--- src/rtl/atan_poly_seq.sv ---
// -----------------------------------------------------------------------------
// atan_poly_seq
//   Evaluates atan(x) ~= x*(K1 - B*x^2) on unsigned Q0.8 inputs, one sample
//   per input handshake. x^2 and x*u come from a local 8x8 multiplier. The
//   B*x^2 product comes from an external pipelined constant-B multiplier
//   whose latency is MUL_LAT cycles. The result is Q0.8 radians.
//
// Ports
//   clk          system clock, rising edge
//   rst          asynchronous, active-high reset
//   in_valid_i   x_i valid
//   in_ready_o   block can accept x_i (combinational, high in IDLE)
//   x_i          input ratio, unsigned Q0.8
//   mul_b_a_o    operand to external multiplier input A (x^2 in MULB, else 0)
//   mul_b_p_i    external multiplier product P = A*B, B in Q0.8
//   out_valid_o  atan_o valid
//   out_ready_i  downstream accepts atan_o
//   atan_o       result, unsigned Q0.8 radians
//   busy_o       high in any state other than IDLE
// -----------------------------------------------------------------------------
module atan_poly_seq #(
  parameter int unsigned MUL_LAT = 3,       // external multiplier latency, 1..15
  parameter logic [7:0]  K1      = 8'd249   // Q0.8 linear coefficient
) (
  input  logic        clk,
  input  logic        rst,
  input  logic        in_valid_i,
  output logic        in_ready_o,
  input  logic [7:0]  x_i,
  output logic [7:0]  mul_b_a_o,
  input  logic [15:0] mul_b_p_i,
  output logic        out_valid_o,
  input  logic        out_ready_i,
  output logic [7:0]  atan_o,
  output logic        busy_o
);

  typedef enum logic [2:0] {
    IDLE = 3'd0,
    SQ   = 3'd1,
    MULB = 3'd2,
    SUB  = 3'd3,
    FIN  = 3'd4,
    OUT  = 3'd5
  } state_t;

  localparam logic [3:0] CNT_LAST = 4'(MUL_LAT);

  state_t      state;
  state_t      state_nxt;
  logic [7:0]  xr;
  logic [7:0]  x2;
  logic [7:0]  t;
  logic [7:0]  u;
  logic [3:0]  cnt;
  logic [15:0] sq_prod;
  logic [15:0] fin_prod;

  // Both local products are full 16-bit unsigned; only the upper byte is kept.
  assign sq_prod  = {8'd0, xr} * {8'd0, xr};
  assign fin_prod = {8'd0, xr} * {8'd0, u};

  // Low product bytes are discarded by design (truncation to [15:8]).
  logic unused_lsbs;
  assign unused_lsbs = ^{mul_b_p_i[7:0], sq_prod[7:0], fin_prod[7:0]};

  // ---------------------------------------------------------------------------
  // State register
  // ---------------------------------------------------------------------------
  // NOTE: sequential state uses non-blocking assignments so every register
  // samples the pre-edge values of the others, independent of statement order.
  always_ff @(posedge clk or posedge rst) begin
    if (rst) state <= IDLE;
    else     state <= state_nxt;
  end

  // ---------------------------------------------------------------------------
  // Next-state logic
  // ---------------------------------------------------------------------------
  // NOTE: the default assignment at the top keeps every path assigned, so no
  // latch is inferred when a case branch leaves the state unchanged.
  always_comb begin
    state_nxt = state;
    case (state)
      IDLE: if (in_valid_i)          state_nxt = SQ;
      SQ:                            state_nxt = MULB;
      MULB: if (cnt == CNT_LAST)     state_nxt = SUB;
      SUB:                           state_nxt = FIN;
      FIN:                           state_nxt = OUT;
      OUT:  if (out_ready_i)         state_nxt = IDLE;
      default:                       state_nxt = IDLE;
    endcase
  end

  // ---------------------------------------------------------------------------
  // Combinational outputs
  // ---------------------------------------------------------------------------
  always_comb begin
    in_ready_o = (state == IDLE);
    busy_o     = (state != IDLE);
    // Operand is only driven while waiting on the product, so the external
    // pipeline sees a clean, stable A for the whole MULB dwell.
    mul_b_a_o  = (state == MULB) ? x2 : 8'd0;
  end

  // ---------------------------------------------------------------------------
  // Datapath registers
  // ---------------------------------------------------------------------------
  always_ff @(posedge clk or posedge rst) begin
    if (rst) begin
      xr          <= '0;
      x2          <= '0;
      t           <= '0;
      u           <= '0;
      cnt         <= '0;
      atan_o      <= '0;
      out_valid_o <= 1'b0;
    end else begin
      case (state)
        IDLE: if (in_valid_i) xr <= x_i;
        SQ: begin
          x2  <= sq_prod[15:8];
          cnt <= '0;
        end
        MULB: begin
          cnt <= cnt + 4'd1;
          // A was first presented on MULB entry, so the matching product is
          // on the bus exactly MUL_LAT cycles later.
          if (cnt == CNT_LAST) t <= mul_b_p_i[15:8];
        end
        SUB: u <= (K1 >= t) ? (K1 - t) : 8'd0;   // saturate, never wrap
        FIN: begin
          atan_o      <= fin_prod[15:8];
          out_valid_o <= 1'b1;
        end
        OUT: if (out_ready_i) out_valid_o <= 1'b0;
        default: ;
      endcase
    end
  end

endmodule

--- config.mk ---
export PLATFORM = sky130hd
export DESIGN_NAME = atan_poly_seq
export DESIGN_NICKNAME = d
export VERILOG_FILES = /design/src/rtl/atan_poly_seq.sv
export SDC_FILE = /design/constraint.sdc
export NUM_CORES = 1
export LEC_CHECK = 0
export ABC_AREA = 1
export BUFFER_PORTS_ARGS = -buffer_cell sky130_fd_sc_hd__buf_2
export CAP_MARGIN = 5
export CORE_ASPECT_RATIO = 1.2
export CORE_UTILIZATION = 67
export CTS_CLUSTER_SIZE = 10
export DETAILED_ROUTE_END_ITERATION = 12
export PLACE_DENSITY = 0.95
export REMOVE_ABC_BUFFERS = 1
export SYNTH_ARGS = -nofsm -noshare
export SYNTH_HDL_FRONTEND = slang
export SYNTH_SLANG_ARGS = --single-unit
--- constraint.sdc ---
create_clock -name clk -period 8 [get_ports clk]
set_input_delay 1.6 -clock clk [delete_from_list [all_inputs] [get_ports clk]]
set_output_delay 1.6 -clock clk [all_outputs]
set_load 0.02 [all_outputs]
Word-level counts from Yosys, hierarchy flattened
Index checks and enable logic that the tools add are counted.

Register bits: 48. Latch bits: 0. Memory bits (writable): 0. Memory bits (read-only): 0. Input bits: 28. Output and inout bits: 19. Memories: 0.

Add/subtract/negate cells: 2. Multiply operators: 2. Divide/modulo/power cells: 0. Order comparisons: 1. Equality and inequality tests: 9. Shifts and indexed selects: 0. Multiplexer cells: 9. Bitwise operators: 0. Reductions and logical operators: 8.

Operators with widths (number): multiplier 8 x 8 -> 16 bit (2); case mux 3 bit (6 select lines) (1); 2-to-1 mux 8 bit (2); 2-to-1 mux 3 bit (3); greater-or-equal comparator 8 bit, first input constant (1); case mux 4 bit (2 select lines) (1); subtractor 8 bit, first input constant (1); == test 3 x 2 -> 1 bit, second input constant (2); == test 3 bit, second input constant (2); AND reduction 2 bit (3); adder 4 x 1 -> 4 bit, second input constant (1); == test 4 x 2 -> 1 bit, second input constant (1); != test 2 bit, second input constant (2); nonzero test 2 bit (2); == test 3 x 1 -> 1 bit, second input constant (1); logical NOT 3 bit (1); AND reduction 3 bit (1); nonzero test 3 bit (1); != test 2 x 1 -> 1 bit, second input constant (1); case mux 1 bit (2 select lines) (1); 2-to-1 mux 1 bit (1).

Depth between registers and ports, before layout
Gate-level depths: netlist of the first run.

Depth after elaboration: 3. Depth in mapped cells: 23. Mapped depth without buffers: 21.

Worst setup path before layout of the first run
OpenSTA, ideal clock, no wires.

Path kind: reg2reg. From: register xr[3]. To: register x2[5]. Arrival: 4032 ps. Path slack: 3850 ps. Cell stages (with the launch flop): 21. Buffers on the path: 2. Clock period less this slack: 4150 ps. Cell sequence: dfrtp_1 > clkbuf_1 > clkbuf_1 > nand2_1 > inv_1 > fa_1 > fa_1 > inv_1 > fa_1 > fa_1 > inv_1 > ha_1 > nand2_1 > inv_1 > nand3_1 > o21ai_2 > nand2_1 > nand2_1 > nand2_1 > nand3_1 > nand2_1.

Word-level cells in the longest chain between the ends: 1.

RTL lines: from (decl) (RTL line 51) `logic [7:0] xr;`; from (signal assigned) (RTL line 120) `IDLE: if (in_valid_i) xr <= x_i;`; multiplier 8 x 8 -> 16 bit (RTL line 60) `assign sq_prod = {8'd0, xr} * {8'd0, xr};`; to (signal assigned) (RTL line 122) `x2 <= sq_prod[15:8];`; to (decl) (RTL line 52) `logic [7:0] x2;`.

Every way passes these cells. A chain may end at the register's enable or synchronous reset.

Final worst setup path of the first run
From: register xr[4]. To: register atan_o[6].

Word-level cells in the longest chain between the ends: 1.

RTL lines: multiplier 8 x 8 -> 16 bit (RTL line 61) `assign fin_prod = {8'd0, xr} * {8'd0, u};`; to (signal assigned) (RTL line 133) `atan_o <= fin_prod[15:8];`; to (decl) (RTL line 34) `output logic [7:0] atan_o,`.

Every way passes these cells.

==> impl_metrics.toml, run 1 <==
[outcome]
run_status = "completed"

[synthesis]
yosysSeqAreaShare_pct = 20.2
synth_ff_type = "dfrtp_1"
postSynth.asyncResetShare_pct = 100
synth_edf_count = 0
syn_area_sq_um = 5930
ys_types = 38
ys_seq_elements = 48
syn-instance-count = 793
avgSynthCellArea_sq_um = 7.48
ys_warn_count = 0

[layout]
register_area_sq_um = 1200
final_common_cell = "nand2_1"
area_growth_pct = 6.05
multi_input_area_sq_um = 3880
fin_cells = 932
nFillCells = 588
final_cell_mix = "nand2_1, inv_1, ha_1"
drive_above_1_share_pct = 8.47
antenna_cells = 0
nNetsFinal = 965

[place]
gp_congestion = 0.853
placed_cells = 924
port_buffers = 38
place_hpwl_um = 9360

[route]
wl_per_cell_um = 13.0
drtPass1Iterations = 5
routed_wl_um = 12100
ant_nets = 0
dr.first_iter.drc_count = 314
avgViaCountPerCell = 5.37
drc = 0
num_vias = 5006

[global_routing]
grt_pass1_vias = 5108
grt_remaining_overflow = 0
grt_usage_pct = 28.9
grt_first_pass_wirelength_um = 21100
antenna_found_initial = 0
grt_max_degree = 49

[flow_run]
max_cap_viol_count = 0

[floorplanning]
initial_core_util_pct = 69.3
std_cell_rows = 37
die_w_um = 87.9
dieArea_sq_um = 9240
core_sq_um = 8560
die_h_um = 105
io_pins = 47

[critical_path]
cp-end-kind = "register"
start_kind = "register"
worst-path-max-fanout = 17
cp.required_ns = 8.25
worstSetupPathType = "reg -> reg"
crit_arrival_ns = 4.74

[sta]
finalHoldViolCount = 0
relSlewSlack_pct = 32.5
finalSetupTns_ns = 0
setup_viol = 0
tightest_slew_ns = 1.01
rsz0062_at_grt = "no"
report.final.slew_viol_count = 0
finalCritPeriodShare_pct = 56.1
skew_ns = 0.0124
min_period_ns = 4.49
fmax_ghz = 0.223

[clocking]
cts_tree = "built"
insertion_delay_ns = 0.32
cts_setup_buffers = 0
htreeDepth = 2
cts-resized-gates = 0
clk_path_buf_depth = 2
cts_hold_buf = 0
clockRootBuffer = "clkbuf_8"
clkSlewWorstSetupHoldPaths_ns = 0.11
numCtsBuffers = 5
cts.sinks = 48

[hold_path]
hp-class = "reg -> reg"
## area by class of cell
cell class                      instances  share of cell area [%]
Tap cell                              117                    2.33
Clock inverter                          2                   0.616
Multi-Input combinational cell        520                    61.6
Timing Repair Buffer                   38                    3.02
Inverter                              201                    12.0
Clock buffer                            6                    1.31
Sequential cell                        48                    19.1
## synthesized netlist by cell type (4+ instances only)
library cell	n	area, sq um
xnor2_1	7	61.3
buf_2	4	20.0
nand2_1	210	788
o21ai_0	16	80.1
mux2_2	9	101
xor2_1	13	114
clkbuf_1	19	71.3
nand3_1	38	190
nor3_1	5	25.0
ha_1	64	801
dfrtp_1	48	1200
nor2_1	44	165
inv_1	197	739
fa_1	59	1180
a21oi_1	25	125
## routing by layer
layer	global-route usage, %	up-vias	routed length [um]	part of all wire [%]
met1	34.3	2347	4600	38
li1	-	2407	-	-
met5	0	-	0	0
met4	14.1	0	451	3.7
met2	50.5	201	6290	52
met3	4.03	51	758	6.3
## flip-flops by register name, summed over array words and instances, names as in the netlist
name / flops
atan_o: 8
cnt: 4
out_valid_o: 1
state: 3
t: 8
u: 8
x2: 8
xr: 8
## kinds of logic (layout without fill, tap and decap cells)
family / after synthesis / count (layout) / share of synthesized area (%)
and+or+nand+nor: 311 / 311 / 21.9
DFF: 48 / 48 / 20.2
buffers and inverters: 225 / 247 / 14.4
adders and majority gates: 123 / 123 / 33.4
AOI/OAI and AO/OA: 57 / 57 / 5.44
muxes: 9 / 9 / 1.71
xor gates and xnor gates: 20 / 20 / 2.95
## path summary, 6_finish.rpt
check	from	end	slack [ns]	cells after the start
setup / recovery	xr[4]$_DFFE_PP0P_	atan_o[6]$_DFFE_PP0P_	3.51	17
hold / removal	atan_o[6]$_DFFE_PP0P_	atan_o[6]$_DFFE_PP0P_	0.49	2
setup reg to reg	xr[4]$_DFFE_PP0P_	atan_o[6]$_DFFE_PP0P_	3.51	17
hold reg to reg	atan_o[6]$_DFFE_PP0P_	atan_o[6]$_DFFE_PP0P_	0.49	2
max in group asynchronous	rst	u[0]$_DFFE_PP0N_	5.86	2
min in group asynchronous	rst	cnt[0]$_DFFE_PP0P_	1.51	2
## worst max-delay path, stage by stage, from the launching register on
cell and delay (ns):
dfrtp_1 0.82, nand2_1 0.16, fa_1 0.51, fa_1 0.49
inv_1 0.05, fa_1 0.54, inv_1 0.06, fa_1 0.53
inv_1 0.04, ha_1 0.31, a21o_1 0.19, nand3_1 0.07
nand2_1 0.08, a21oi_1 0.24, nand2_1 0.09, nand2_1 0.08
nand3_1 0.08, nand2_1 0.08
## metrics by stage
step | area (sq um) | setup WS (ns) | hold WS [ns] | util [%]
2_1_floorplan | 5830 | 4.10 | 0.449 | -
3_3_place_gp | 6170 | 3.72 | 0.457 | 72.1
3_5_place_dp | 6170 | 3.65 | 0.460 | 72.1
4_1_cts | 6290 | 3.58 | 0.487 | 73.5
5_1_grt | 6290 | 3.25 | 0.505 | 73.5
6_report | 6290 | 3.51 | 0.486 | 73.5
Power of run 1 is not shown: default switching activity piles up to over one toggle a cycle in this logic, so the estimate is an artifact.
==> inputs of run 2 (changes only) <==
- CORE_UTILIZATION: 67 -> 56
- PLACE_DENSITY: 0.95 -> 0.85
- clock period: 8 -> 3.8 ns (I/O delays scaled with it)
==> impl_metrics.toml, run 2 (same netlist as run 1, synthesis figures left out) <==
[sta]
fmax_ghz = 0.234
finalWorstSetupSlack_ns = -0.477
report.final.slew_viol_count = 0
finalHoldViolCount = 0
relSlewSlack_pct = 28.3
rsz0062_at_grt = "yes"
setup_viol = 16
skew_ns = 0.0177
min_period_ns = 4.28
hold_ws_ns = 0.481
finalCritPeriodShare_pct = 113
tightest_slew_ns = 1.07

[clocking]
htreeDepth = 2
numCtsBuffers = 5
cts_tree = "built"
cts_hold_buf = 0
clkSlewWorstSetupHoldPaths_ns = 0.07
cts.sinks = 48
insertion_delay_ns = 0.32
clockRootBuffer = "clkbuf_16"
clk_path_buf_depth = 2

[route]
dr.first_iter.drc_count = 804
drtPass1Iterations = 6
routed_wl_um = 20800
num_vias = 6305
drc = 0
avgViaCountPerCell = 6.08
ant_nets = 0
wl_per_cell_um = 20.1

[critical_path]
rr_endpoint = "x2[6]$_DFFE_PP0P_"
cp.depth = 19
cp-end-kind = "register"
max_stage_delay_ns = 0.56
worstRegToRegCells = 19
r2r-start = "xr[5]$_DFFE_PP0P_"
cp.required_ns = 4.00
reg2reg_slack_ns = -0.48
start_kind = "register"
path_cells = "buf_4, nand2_4, fa_1, inv_2, fa_1, fa_1, inv_1, fa_1, inv_2, ha_4, nand2_2, nor2_1, nand2_1, nand2_2, nand2_2, nand2_1, nand2_1, nand3_1, nand2_1"
cp_slowest_cell = "fa_1"
critPathLaunch = "xr[5]$_DFFE_PP0P_"
crit_family = "adder cells"
worstSetupPathType = "reg -> reg"
crit_end = "x2[6]$_DFFE_PP0P_"
worst-path-max-fanout = 8
crit_arrival_ns = 4.48
path_buf_inv = 4

[floorplanning]
die_h_um = 115
dieArea_sq_um = 11000
initial_core_util_pct = 58.4
die_w_um = 96.0
io_pins = 47
std_cell_rows = 40
core_sq_um = 10200

[layout]
final_common_cell = "inv_1"
nFillCells = 578
multi_input_area_sq_um = 4500
register_area_sq_um = 1220
final_cell_mix = "inv_1, nand2_1, buf_4"
nNetsFinal = 1061
area_growth_pct = 31.7
drive_above_1_share_pct = 34.4
antenna_cells = 0

[hold_path]
hp-start = "x2[6]$_DFFE_PP0P_"
hp-class = "reg -> reg"

[global_routing]
antenna_found_initial = 0
grt_pass1_vias = 6187
grt_first_pass_wirelength_um = 28600
grt_usage_pct = 34.2
grt_remaining_overflow = 0
grt_max_degree = 49

[outcome]
run_status = "finished with violations"
failed_checks = "setup timing"

[place]
port_buffers = 38
place_hpwl_um = 9810
pre_cts_ws_ns = -0.348
gp_congestion = 0.845

[flow_run]
max_cap_viol_count = 0
-- run 2: routing by layer --
layer,vias up,global-route usage (%),part of all wire (%)
met4,0,20.9,9.6
li1,2598,-,-
met5,-,0,0
met3,230,6.75,9.9
met1,2922,40.7,34
met2,555,56.9,47
-- run 2: worst min path at each step --
stage / endpoint / slack [ns] / cells past startpoint
after floorplan: x2[3]$_DFFE_PP0P_ / 0.45 / 2
after global placement: atan_o[3]$_DFFE_PP0P_ / 0.46 / 2
after detailed placement: x2[5]$_DFFE_PP0P_ / 0.47 / 2
after CTS: x2[6]$_DFFE_PP0P_ / 0.49 / 2
after global routing: x2[6]$_DFFE_PP0P_ / 0.50 / 2
final: x2[6]$_DFFE_PP0P_ / 0.48 / 2
-- run 2: tightest hold or removal path: cells and delay by family, from the launching register on --
family,cells,cell delay (ns)
flops,1,0.34
simple gates,2,0.11
-- run 2: final cells by class --
type / instances / area share (%)
clock buffers: 5 / 1.60
well taps: 126 / 2.02
flip-flops and latches: 48 / 15.6
clock inverters: 3 / 0.881
inverters: 201 / 9.69
repair buffers: 134 / 12.6
multi-input cells: 520 / 57.6
-- run 2: timing repair --
| item | CTS | global route |
|---|---|---|
| setup endpoints to repair | 16 | 16 |
| gates resized for setup | 110 | 90 |
| pin swaps | 61 | 45 |
| setup buffers | 22 | 8 |
-- run 2: through the flow --
step	util [%]	TNS [ns]	cells	cell area (sq um)
detailed placement	65.8	-4.58	1000	6690
floorplan	-	-0.795	769	5830
global route	76.9	-7.11	1037	7810
CTS	73.2	-0.758	1030	7430
finish	76.9	-5.66	1037	7810
global placement	65.8	-3.51	1000	6690
Power of run 2 is left out for the same reason.
==> inputs of run 3 (changes only) <==
- RECOVER_POWER: not set -> 25
==> impl_metrics.toml, run 3 (same netlist as run 1, synthesis figures left out) <==
[global_routing]
grt_remaining_overflow = 0
grt_first_pass_wirelength_um = 28600
grt_pass1_vias = 6187
antenna_found_initial = 0
grt_max_degree = 49
grt_usage_pct = 34.2

[route]
dr.first_iter.drc_count = 814
avgViaCountPerCell = 6.07
wl_per_cell_um = 20.1
routed_wl_um = 20900
drc = 0
ant_nets = 0
drtPass1Iterations = 6
num_vias = 6299

[place]
placed_cell_area_sq_um = 6690
port_buffers = 38
place_hpwl_um = 9810
gp_congestion = 0.845

[floorplanning]
io_pins = 47
die_w_um = 96.0
die_h_um = 115
dieArea_sq_um = 11000
initial_core_util_pct = 58.4
std_cell_rows = 40
core_sq_um = 10200

[critical_path]
crit_arrival_ns = 4.46
worstSetupPathType = "reg -> reg"
cp-end-kind = "register"
worst-path-max-fanout = 8
cp_slowest_cell = "fa_1"
path_cells = "buf_4, nand2_4, fa_1, inv_2, fa_1, fa_1, inv_1, fa_1, inv_2, ha_4, nand2_2, nor2_1, nand2_1, nand2_2, nand2_2, nand2_1, nand2_1, nand3_1, nand2_1"
start_kind = "register"
cp.required_ns = 4.00
max_stage_delay_ns = 0.56

[sta]
hold_ws_ns = 0.480
finalCritPeriodShare_pct = 112
min_period_ns = 4.26
setup_viol = 16
finalWorstSetupSlack_ns = -0.463
relSlewSlack_pct = -29.9
rsz0062_at_grt = "yes"
tightest_slew_ns = 1.95
fmax_ghz = 0.235
report.final.slew_viol_count = 49
finalHoldViolCount = 0
skew_ns = 0.0172
finalSetupTns_ns = -5.67

[layout]
stdcell_area_sq_um = 7790
multi_input_area_sq_um = 4490
register_area_sq_um = 1220
nNetsFinal = 1061
antenna_cells = 0
nFillCells = 581
area_growth_pct = 31.4
final_common_cell = "inv_1"
final_core_util_pct = 76.7
drive_above_1_share_pct = 33.8
final_cell_mix = "inv_1, nand2_1, buf_4"

[clocking]
cts.sinks = 48
cts_tree = "built"
insertion_delay_ns = 0.32
htreeDepth = 2
clk_path_buf_depth = 2
cts_hold_buf = 0
clockRootBuffer = "clkbuf_16"
numCtsBuffers = 5
clkSlewWorstSetupHoldPaths_ns = 0.07

[outcome]
failed_checks = "capacitance limit, slew limit, setup timing"
run_status = "finished with violations"

[flow_run]
max_cap_viol_count = 1

[hold_path]
hp-class = "reg -> reg"
## run 3: path summary, 6_finish.rpt
path                                   startpoint           endpoint  slack (ns)  cells past startpoint
worst min-delay path            x2[6]$_DFFE_PP0P_  x2[6]$_DFFE_PP0P_        0.48                      2
worst max register to register  xr[5]$_DFFE_PP0P_  x2[6]$_DFFE_PP0P_       -0.46                     19
worst min register to register  x2[6]$_DFFE_PP0P_  x2[6]$_DFFE_PP0P_        0.48                      2
max in group asynchronous                     rst   u[3]$_DFFE_PP0N_        1.44                      2
worst max-delay path            xr[5]$_DFFE_PP0P_  x2[6]$_DFFE_PP0P_       -0.46                     19
min in group asynchronous                     rst  x2[5]$_DFFE_PP0P_        1.07                      2
## run 3: layout make-up
cell class	count	area share, %
tap	126	2.02
clock buffer	5	1.61
clock inverter	3	0.883
inverter	201	9.71
timing repair buffer	134	12.6
sequential	48	15.6
multi-input combinational	520	57.6
## run 3: worst max-delay path: cells and delay by family, from the launching register on
kind | cells | cell delay [ns]
adders and majority gates | 5 | 2.42
buffers and inverters | 4 | 0.37
DFF | 1 | 0.50
and+or+nand+nor | 10 | 0.85
## run 3: routing by layer
| metal | GRT usage (%) | routed length (um) | vias to the layer above |
|---|---|---|---|
| li1 | - | - | 2595 |
| met1 | 40.7 | 7100 | 2928 |
| met2 | 56.9 | 9760 | 554 |
| met3 | 6.75 | 2080 | 222 |
| met4 | 20.9 | 1930 | 0 |
| met5 | 0 | 0 | - |
## run 3: timing repair
item                       in CTS  in global routing
hold endpoints to repair        0                  0
setup endpoints to repair      16                 16
resized for setup             110                 90
buffers inserted               22                  8
pin swaps                      61                 45
## run 3: metrics by stage
| stage | cells | worst slack [ns] |
|---|---|---|
| 2_1_floorplan | 769 | -0.104 |
| 6_report | 1037 | -0.463 |
| 5_1_grt | 1037 | -0.609 |
| 3_5_place_dp | 1000 | -0.348 |
| 3_3_place_gp | 1000 | -0.275 |
| 4_1_cts | 1030 | -0.123 |
Power of run 3 is left out for the same reason.
